### src/rtl/demux_1to3_buffered.sv
// demux_1to3_buffered: routes one input to one of three single-entry valid/ready channels, dropping and counting illegal selects.
module demux_1to3_buffered #(
  parameter int WIDTH = 32,
  parameter int CNT_W = 8
) (
  input  logic             clk,
  input  logic             rst,
  input  logic [WIDTH-1:0] in_data,
  input  logic [1:0]       in_select,
  input  logic             in_valid,
  output logic             in_ready,
  output logic [WIDTH-1:0] out_data_0,
  output logic [WIDTH-1:0] out_data_1,
  output logic [WIDTH-1:0] out_data_2,
  output logic             out_valid_0,
  output logic             out_valid_1,
  output logic             out_valid_2,
  input  logic             out_ready_0,
  input  logic             out_ready_1,
  input  logic             out_ready_2,
  output logic             drop_pulse,
  output logic [CNT_W-1:0] drop_count
);
  logic [WIDTH-1:0] data_q [3];
  logic [WIDTH-1:0] data_d [3];
  logic [2:0]       valid_q, valid_d, out_ready;
  logic [3:0]       rdy_sel;
  logic             accept, drop_pulse_q, drop_pulse_d;
  logic [CNT_W-1:0] drop_count_q, drop_count_d;
  assign out_ready = {out_ready_2, out_ready_1, out_ready_0};
  // Select 3 always accepts so an illegal request can never stall the producer.
  assign rdy_sel  = {1'b1, ~valid_q | out_ready};
  assign in_ready = rdy_sel[in_select];
  assign accept   = in_valid && in_ready;
  always_comb begin
    data_d       = data_q;
    valid_d      = valid_q & ~out_ready;
    drop_pulse_d = accept && (in_select == 2'b11);
    drop_count_d = (drop_pulse_d && !(&drop_count_q)) ? drop_count_q + 1'b1 : drop_count_q;
    for (int k = 0; k < 3; k++) begin
      if (accept && in_select == 2'(k)) begin
        valid_d[k] = 1'b1;
        data_d[k]  = in_data;
      end
    end
  end
  always_ff @(posedge clk) begin
    if (rst) begin
      valid_q      <= '0;
      data_q       <= '{default: '0};
      drop_pulse_q <= 1'b0;
      drop_count_q <= '0;
    end else begin
      valid_q      <= valid_d;
      data_q       <= data_d;
      drop_pulse_q <= drop_pulse_d;
      drop_count_q <= drop_count_d;
    end
  end
  assign out_data_0  = data_q[0];
  assign out_data_1  = data_q[1];
  assign out_data_2  = data_q[2];
  assign out_valid_0 = valid_q[0];
  assign out_valid_1 = valid_q[1];
  assign out_valid_2 = valid_q[2];
  assign drop_pulse  = drop_pulse_q;
  assign drop_count  = drop_count_q;
endmodule
### config.mk
export PLATFORM = sky130hd
export DESIGN_NAME = demux_1to3_buffered
export DESIGN_NICKNAME = d
export VERILOG_FILES = /design/src/rtl/demux_1to3_buffered.sv
export SDC_FILE = /design/constraint.sdc
export NUM_CORES = 1
export LEC_CHECK = 0
export CAP_MARGIN = 30
export CORE_UTILIZATION = 47
export CTS_CLUSTER_SIZE = 12
export DETAILED_ROUTE_END_ITERATION = 6
export GPL_ROUTABILITY_DRIVEN = 0
export PLACE_DENSITY = 0.94
export RECOVER_POWER = 100
export SLEW_MARGIN = 5
export SYNTH_ARGS = -nofsm -noshare
export SYNTH_HDL_FRONTEND = slang
export SYNTH_SLANG_ARGS = --single-unit
### constraint.sdc
create_clock -name clk -period 3.09 [get_ports clk]
set_input_delay 0.4635 -clock clk [delete_from_list [all_inputs] [get_ports clk]]
set_output_delay 0.4635 -clock clk [all_outputs]
set_load 0.005 [all_outputs]
# After elaboration in Yosys (flattened, before gate mapping)
# Index checks and enable logic that the tools add are counted.
[op_classes] n_reduce_logical=9 n_addsub=1 muxes=5 bitwise_logic=4 n_eq_ne=3 magnitude_cmp=1
[ops] operator="8-bit by 1-bit adder with 8-bit output (second input constant)" n=1
[ops] operator="8-bit AND reduction" n=1
[ops] operator="1-bit logical AND" n=6
[ops] operator="3-bit NOT" n=2
[ops] operator="2-bit equality test (second input constant)" n=2
[ops] operator="1-bit 2-to-1 mux" n=4
[ops] operator="3-bit bitwise AND" n=1
[ops] operator="2-bit by 3-bit less-than comparator with 1-bit output (second input constant)" n=1
[ops] operator="3-bit OR" n=1
[ops] operator="1-bit binary-select mux with 2-bit select" n=1
[ops] operator="2-bit by 1-bit equality test with 1-bit output (second input constant)" n=1
[ops] operator="2-bit logical NOT" n=1
[ops] operator="1-bit logical NOT" n=1
[word_totals] reg_bits=108 out_inout_bits=109

# Longest topological paths before layout
# Gate-level depths: netlist of run 1.
[depth] ltp_word=7 ltp_mapped=6 mapped_depth_nobuf=5

# Worst setup path after synthesis of run 1
# OpenSTA, ideal clock, no wires.
[synth_path] path_type="input-to-reg" startpoint="in in_select[0]" endpoint="reg data_q, in the netlist out_data_0[10]" slack_ns=1.650 stages=6 setup_ns=0.132 path_buffers=2 arrival_time_ns=1.308 t_required_ns=2.958 cell_sequence="nand2b_1 or3_1 buf_2 buf_2 nand2_1 a21oi_1"
[synth_via] elab_chain_len=4 word_cells_on_any_way=5
[synth_rtl] element="from (decl)" line_no="9" source="input logic [1:0] in_select,"
[synth_rtl] element="1-bit binary-select mux with 2-bit select" line_no="33" source="assign in_ready = rdy_sel[in_select];"
[synth_rtl] element="1-bit 2-to-1 mux (not written as such)" line_no="33"
[synth_rtl] element="1-bit logical AND" line_no="34" source="assign accept = in_valid && in_ready;"
[synth_rtl] element="1-bit logical AND *" line_no="41" source="if (accept && in_select == 2'(k)) begin"
[synth_rtl] element="to (signal assigned)" line_no="55" source="data_q <= data_d;"
[synth_rtl] element="to (decl)" line_no="24" source="logic [WIDTH-1:0] data_q [3];"
# Mark *: on every way between the ends. The rest lies on a longest branch, timed or not. The select of a mux whose other input is x is not followed.
# A chain may end at the register's enable or synchronous reset.

# Worst setup path after layout of run 1
[layout_path] startpoint="in out_ready_1" endpoint="out in_ready"
[layout_via] elab_chain_len=3
[layout_rtl] element="from (decl)" line_no="19" source="input logic out_ready_1,"
[layout_rtl] element="3-bit OR" line_no="32" source="assign rdy_sel = {1'b1, ~valid_q | out_ready};"
[layout_rtl] element="1-bit binary-select mux with 2-bit select" line_no="33"
[layout_rtl] element="1-bit 2-to-1 mux (not written as such)" line_no="33"
[layout_rtl] element="to (decl)" line_no="11" source="output logic in_ready,"
# No other way between the ends. The select of a mux whose other input is x is not followed.

==> results of run 1 <==
-- cell usage in the layout (no fill, tap or decap), drive strengths merged --
cell type      instances
nand2                194
dlygate4sd3          111
dfxtp                108
a21oi                 98
clkdlybuf4s50         36
clkbuf                12
nor2                  11
buf                    8
xor2                   6
nor2b                  5
o21ai                  4
and3                   4
nand3                  4
nand2b                 3
nor3                   2
or3                    2
and2                   2
nand4                  2
o211ai                 2
bufinv                 2
clkinvlp               2
o2111ai                1
mux2i                  1
mux2                   1
ha                     1
inv                    1
clkinv                 1
-- power breakdown --
group          switching (mW)  internal, mW  leakage (nW)
combinational           0.136         0.137          1.32
sequential             0.0223          1.44         0.877
clock                   0.464         0.454         0.102
total                   0.622          2.03          2.30
-- worst min-delay path, cell delays in order (launching register included) --
cell     delay (ps)
dfxtp_1         320
nand2_1          50
a21oi_1          50
-- cells in the mapped netlist (all sizes together) --
cell / number
ha: 1
nor2: 11
clkbuf: 18
nand3: 4
buf: 16
mux2i: 1
mux2: 1
and2: 2
nor3: 2
dfxtp: 108
nor2b: 5
a21oi: 98
nand4: 2
or3: 2
and3: 4
nand2b: 3
o2111ai: 1
o211ai: 2
xor2: 6
nand2: 194
o21ai: 4
-- layout make-up --
| type | instances | area (µm²) |
|---|---|---|
| Timing Repair Buffer | 158 | 1560 |
| Tap cell | 102 | 128 |
| Fill cell | 583 | 2190 |
| Clock inverter | 6 | 88.8 |
| Clock buffer | 9 | 124 |
| Sequential cell | 108 | 2160 |
| Multi-Input combinational cell | 343 | 1560 |
-- metal layers --
metal  wire (µm)  vias to the layer above  global-route usage (%)  part of all wire, %
li1            -                     1838                       -                    -
met1        4300                     1779                    28.9                   40
met2        5520                      136                    46.3                   51
met3         750                       16                    5.67                  7.0
met4         158                        0                    8.85                  1.5
met5           0                        -                       0                    0
-- sequential cells by signal (all words and copies together), names as in the netlist --
signal      flops
out_data_0     32
valid_q         3
drop_count      8
out_data_1     32
out_data_2     32
drop_pulse      1
-- stage by stage --
step	hold WS [ps]	total power [mW]	std cells	cell area, µm²	setup WS [ps]
after floorplan	453	1.59	485	3850	1650
after global placement	440	1.76	709	5380	579
after detailed placement	447	1.78	711	5430	668
after CTS	461	2.69	726	5640	656
after global routing	475	2.75	726	5620	366
final	455	2.65	726	5620	452
-- worst paths after layout --
kind / to / cells past startpoint / start / slack [ps]
setup reg to reg: out_data_0[8] / 5 / valid_q[0] / 840
setup / recovery: in_ready / 6 / out_ready_1 / 450
hold reg to reg: out_data_1[11] / 2 / out_data_1[11] / 460
hold / removal: out_data_1[11] / 2 / out_data_1[11] / 460
-- logic make-up after synthesis --
family	share of synthesized area (%)
AOI/OAI and AO/OA	13.9
xor gates and xnor gates	1.36
adders and majority gates	0.325
buffers and inverters	3.83
DFF	56.1
muxes	0.552
and+or+nand+nor	23.9
==> impl_metrics.env, run 1 <==
export IMPL_status="finished clean"
export IMPL_detail_route_antenna_nets=0
export IMPL_die_width_um=92.5
export IMPL_antenna_found_initial=0
export IMPL_syn_nets=526
export IMPL_start_util_pct=49.3
export IMPL_ys_types=21
export IMPL_crit_fanout=4
export IMPL_die_y_um=92.5
export IMPL_viasPerCell=5.19
export IMPL_final_max_slew_viol_count=0
export IMPL_grt_usage_pct=25.4
export IMPL_grt_pass1_wl_um=17400
export IMPL_fin_skew_ps=7.46
export IMPL_cts_resized_gates=0
export IMPL_cts_tree="done"
export IMPL_cp_num_buf_inv=2
export IMPL_cp_data_arrival_time_ps=2170
export IMPL_synth_top_area_share_pct=56.1
export IMPL_min_period_over_period_pct=85.4
export IMPL_syn_inst=485
export IMPL_num_rows=32
export IMPL_path_delay_family="buffers and inverters"
export IMPL_drc=0
export IMPL_min_path_type="flop to flop"
export IMPL_power_leakage_nw=2.30
export IMPL_fmax_mhz=379
export IMPL_fin_util_pct=72.0
export IMPL_cts_setup_buffers=0
export IMPL_clock_root_buffer="clkbuf_8"
export IMPL_grt_setup_unrepaired="false"
export IMPL_pin_count=149
export IMPL_start_kind="input port"
export IMPL_cts_max_level=3
export IMPL_ys_seq_area_share_pct=56.1
export IMPL_worst_setup_path_end_kind="primary output"
export IMPL_area_growth_pct=45.9
export IMPL_ys_ff_latch=108
export IMPL_cts_inserted_buffers=9
export IMPL_diodes=0
export IMPL_wl_per_cell_um=14.8
export IMPL_slew_headroom_pct=37.2
export IMPL_cp_required_ps=2630
export IMPL_finalSetupTns_ps=0
export IMPL_tightest_slew_ps=942
export IMPL_crit_path_max_incr_delay_ps=590
export IMPL_grt_max_degree=80
export IMPL_cap_violations=0
export IMPL_drt_iter0_markers=152
export IMPL_syn_area_um2=3850
export IMPL_clk_latency_ps=350
export IMPL_drtPass1Iterations=4
export IMPL_path_class="input port to primary output"
export IMPL_path_cells="dlygate4sd3_1 -> nor2b_1 -> nand2_1 -> o21ai_0 -> o21ai_0 -> dlygate4sd3_1"
export IMPL_clkSinkCount=108
export IMPL_min_period_ps=2640
export IMPL_core_area_um2=7810
export IMPL_grt_overflow_total=0
export IMPL_postCtsHoldBufs=0
export IMPL_place_hpwl_um=7670
export IMPL_clkTransAtPathRegs_ps=100
export IMPL_routed_wirelength_um=10700
export IMPL_first_global_vias=3720
export IMPL_io_buffer_count=148
export IMPL_clock_path_buffers=2
export IMPL_setup_violations_final=0
export IMPL_synth_area_top_cells="dfxtp_1, nand2_1, a21oi_1"
export IMPL_yosysWarnings=0
export IMPL_route_vias_total=3769
export IMPL_drive_gt1_share_pct=4.01
export IMPL_slowest_stage="dlygate4sd3_1"
export IMPL_peakVddDrop_v=0.000299
export IMPL_die_area_um2=8560
export IMPL_cellPowerDensity_nw_per_um2=471
export IMPL_finalNetCount=661
export IMPL_avgSynthCellArea_um2=7.94
export IMPL_yosysTopAreaCell="dfxtp_1"
export IMPL_finalHoldViolCount=0
Power figures use the tool's default switching activity.
==> run 2, diff against run 1 <==
Settings changed: CELL_PAD_IN_SITES_DETAIL_PLACEMENT set to 1, CELL_PAD_IN_SITES_GLOBAL_PLACEMENT set to 1, CORE_UTILIZATION 47 to 33, PLACE_DENSITY 0.94 to 0.93.
==> impl_metrics.env, run 2 (synthesis results as in run 1) <==
export IMPL_drt_iter0_markers=125
export IMPL_crit_path_max_incr_delay_ps=770
export IMPL_grt_max_degree=45
export IMPL_area_growth_pct=50.0
export IMPL_internal_power_mw=2.28
export IMPL_routed_wirelength_um=13000
export IMPL_cts_setup_buffers=0
export IMPL_cts_inserted_buffers=9
export IMPL_place_area_um2=5470
export IMPL_switching_share_pct=23.4
export IMPL_cap_violations=0
export IMPL_cts_resized_gates=0
export IMPL_timing_hold_ws_ps=453
export IMPL_num_rows=39
export IMPL_cts_max_level=3
export IMPL_min_period_over_period_pct=81.5
export IMPL_drc=0
export IMPL_cellPowerDensity_nw_per_um2=516
export IMPL_crit_fanout=9
export IMPL_drive_gt1_share_pct=4.17
export IMPL_setup_violations_final=0
export IMPL_switching_power_uw=696
export IMPL_final_cell_mix="nand2_1, dlygate4sd3_1, dfxtp_1"
export IMPL_grt_usage_pct=22.3
export IMPL_route_vias_total=3840
export IMPL_fin_skew_ps=8.46
export IMPL_start_util_pct=33.7
export IMPL_start_kind="input port"
export IMPL_grt_overflow_total=0
export IMPL_clkSinkCount=108
export IMPL_combPwrFrac_pct=9.5
export IMPL_postCtsHoldBufs=0
export IMPL_pre_cts_slack_ps=647
export IMPL_cp_data_arrival_time_ps=2050
export IMPL_io_buffer_count=148
export IMPL_min_path_type="flop to flop"
export IMPL_path_class="input port to primary output"
export IMPL_clock_path_buffers=2
export IMPL_grt_setup_unrepaired="false"
export IMPL_peakVddDrop_v=0.000247
export IMPL_slowest_stage="dlygate4sd3_1"
export IMPL_path_cells="dlygate4sd3_1 -> o21ai_0 -> o21ai_0 -> dlygate4sd3_1"
export IMPL_fin_cells=767
export IMPL_first_global_vias=4043
export IMPL_mostFrequentLayoutCell="nand2_1"
export IMPL_power_leakage_nw=2.35
export IMPL_clock_power_share_pct=41.6
export IMPL_fin_util_pct=50.6
export IMPL_grt_pass1_wl_um=20500
export IMPL_detail_route_antenna_nets=0
export IMPL_wl_per_cell_um=17.0
export IMPL_finalSetupTns_ps=0
export IMPL_dp_cells=751
export IMPL_clock_root_buffer="clkbuf_16"
export IMPL_fin_area_um2=5780
export IMPL_fmax_mhz=397
export IMPL_fill_cells=1375
export IMPL_antenna_found_initial=0
export IMPL_clkTransAtPathRegs_ps=70
export IMPL_layout_setup_ws_ps=572
export IMPL_worst_setup_path_end_kind="primary output"
export IMPL_die_area_um2=12100
export IMPL_p_seq_share_pct=49.0
export IMPL_slew_headroom_pct=46.0
export IMPL_cts_tree="done"
export IMPL_diodes=0
export IMPL_drtPass1Iterations=4
export IMPL_clk_latency_ps=350
export IMPL_die_width_um=110
export IMPL_finalNetCount=660
export IMPL_place_hpwl_um=8920
export IMPL_pin_count=149
export IMPL_total_power_mw=2.98
export IMPL_viasPerCell=5.01
export IMPL_final_max_slew_viol_count=0
export IMPL_status="finished clean"
export IMPL_finalHoldViolCount=0
export IMPL_cp_required_ps=2630
export IMPL_min_period_ps=2520
export IMPL_die_y_um=110
export IMPL_tightest_slew_ps=810
export IMPL_core_area_um2=11400
==> run 2: area by class of cell <==
type / instances / area (µm²) / share of cell area (%)
Timing Repair Buffer: 157 / 1570 / 27.1
Tap cell: 143 / 179 / 3.10
Clock buffer: 10 / 229 / 3.96
Sequential cell: 108 / 2160 / 37.4
Multi-Input combinational cell: 343 / 1560 / 26.9
Clock inverter: 6 / 88.8 / 1.54
==> run 2: final timing paths <==
kind             startpoint              to  slack (ps)  cells after the start
max reg2reg      valid_q[0]  out_data_0[16]        1160                      5
max            in_select[1]        in_ready         570                      4
min reg2reg  out_data_2[14]  out_data_2[14]         450                      2
min          out_data_2[14]  out_data_2[14]         450                      2
==> run 2: metal layers <==
layer  GRT usage, %  routed length [µm]  up-vias
met5              0                   0        -
met2           40.6                6700      104
met3           3.64                 561       16
li1               -                   -     1834
met1           26.2                5560     1886
met4           8.29                 228        0
==> run 2: worst max-delay path, delay by kind of cell <==
| family | cells | cell delay (ps) |
|---|---|---|
| AO/OA/AOI/OAI | 2 | 230 |
| buffers and inverters | 2 | 1360 |
==> run 2: power by group through the flow <==
stage / clock (mW) / combinational, mW / sequential (mW)
after floorplan: 0 / 0.101 / 1.49
after global placement: 0 / 0.287 / 1.49
after detailed placement: 0 / 0.299 / 1.49
after CTS: 1.26 / 0.302 / 1.46
after global routing: 1.32 / 0.310 / 1.46
final: 1.24 / 0.282 / 1.46
==> run 3, diff against run 2 <==
Settings changed: CORE_UTILIZATION 33 to 31, PLACE_DENSITY 0.93 to 0.89.
Clock period 3.09 ns to 2.45 ns, I/O delays scaled along.
==> impl_metrics.env, run 3 (synthesis results as in run 1) <==
export IMPL_worst_hold_path_endpoint="out_data_0[22]"
export IMPL_final_cell_mix="nand2_1, dlygate4sd3_1, dfxtp_1"
export IMPL_mostFrequentLayoutCell="nand2_1"
export IMPL_min_period_over_period_pct=93.3
export IMPL_min_path_type="flop to flop"
export IMPL_place_hpwl_um=8670
export IMPL_grt_overflow_total=0
export IMPL_reg2reg_slack_ps=590
export IMPL_viasPerCell=4.77
export IMPL_area_growth_pct=50.5
export IMPL_core_area_um2=12100
export IMPL_drive_gt1_share_pct=4.00
export IMPL_power_leakage_nw=2.35
export IMPL_start_kind="input port"
export IMPL_first_global_vias=3985
export IMPL_detail_route_antenna_nets=0
export IMPL_die_width_um=113
export IMPL_postCtsHoldBufs=0
export IMPL_status="finished clean"
export IMPL_fin_skew_ps=5.09
export IMPL_clk_latency_ps=340
export IMPL_cts_inserted_buffers=9
export IMPL_finalHoldViolCount=0
export IMPL_reg2reg_from="valid_q[1]"
export IMPL_wl_per_cell_um=15.5
export IMPL_slew_headroom_pct=45.5
export IMPL_crit_fanout=9
export IMPL_grt_usage_pct=19.3
export IMPL_drtPass1Iterations=4
export IMPL_clkTransAtPathRegs_ps=70
export IMPL_cts_resized_gates=0
export IMPL_drc=0
export IMPL_die_area_um2=12900
export IMPL_route_vias_total=3784
export IMPL_setup_violations_final=0
export IMPL_grt_max_degree=59
export IMPL_clock_root_buffer="clkbuf_16"
export IMPL_tightest_slew_ps=817
export IMPL_diodes=0
export IMPL_rr_worst_depth=5
export IMPL_num_rows=40
export IMPL_grt_setup_unrepaired="false"
export IMPL_cellPowerDensity_nw_per_um2=646
export IMPL_final_max_slew_viol_count=0
export IMPL_peakVddDrop_v=0.000448
export IMPL_clkSinkCount=108
export IMPL_cp_required_ps=2080
export IMPL_cts_tree="done"
export IMPL_path_class="input port to primary output"
export IMPL_fmax_mhz=437
export IMPL_antenna_found_initial=0
export IMPL_pin_count=149
export IMPL_hold_path_startpoint="out_data_0[22]"
export IMPL_clock_path_buffers=2
export IMPL_timing_hold_ws_ps=456
export IMPL_holdPathStages=2
export IMPL_die_y_um=113
export IMPL_drt_iter0_markers=143
export IMPL_cts_max_level=3
export IMPL_cp_data_arrival_time_ps=1920
export IMPL_grt_pass1_wl_um=19500
export IMPL_cap_violations=0
export IMPL_start_util_pct=31.9
export IMPL_finalSetupTns_ps=0
export IMPL_r2r_end="out_data_1[1]"
export IMPL_worst_setup_path_end_kind="primary output"
export IMPL_cts_setup_buffers=0
export IMPL_io_buffer_count=148
export IMPL_min_period_ps=2290
export IMPL_finalNetCount=661
export IMPL_routed_wirelength_um=12300
## run 3: worst max-delay path by stage
stage / cells past startpoint / startpoint / endpoint
after CTS: 6 / out_ready_1 / in_ready
after floorplan: 5 / drop_count[0] / drop_count[7]
after global placement: 4 / in_select[1] / in_ready
final: 4 / in_select[1] / in_ready
after global routing: 4 / in_select[1] / in_ready
after detailed placement: 6 / out_ready_1 / in_ready
## run 3: report_power, final
group          internal, mW  switching, mW
combinational         0.172          0.176
sequential             1.81         0.0289
clock                 0.924          0.636
## run 3: layer usage
metal	global-route usage, %	part of all wire [%]	vias to the layer above
met1	21.3	41	1832
met2	35.7	52	100
met4	7.19	1.4	0
li1	-	-	1837
met5	0	0	-
met3	4.52	5.3	15
## run 3: per-stage QoR
step | util, % | instance area [µm²] | std cells | setup slack, ps | power, mW
2_1_floorplan | - | 3850 | 485 | 1030 | 2.01
4_1_cts | 48.2 | 5810 | 793 | 182 | 3.81
3_5_place_dp | 45.5 | 5490 | 777 | 179 | 2.26
3_3_place_gp | 45.5 | 5490 | 777 | 279 | 2.24
6_report | 48.1 | 5800 | 793 | 164 | 3.75
5_1_grt | 48.1 | 5800 | 793 | 80.3 | 3.89
## run 3: final cells by class
class / count / area, µm²
Clock inverter: 4 / 72.6
Tap cell: 168 / 210
Sequential cell: 108 / 2160
Clock buffer: 12 / 246
Fill cell: 1441 / 6260
Multi-Input combinational cell: 343 / 1560
Timing Repair Buffer: 158 / 1550
## run 3: critical path: stages
cell and delay, ps:
dlygate4sd3_1 770, o21ai_0 140, o21ai_0 100, clkdlybuf4s50_1 540
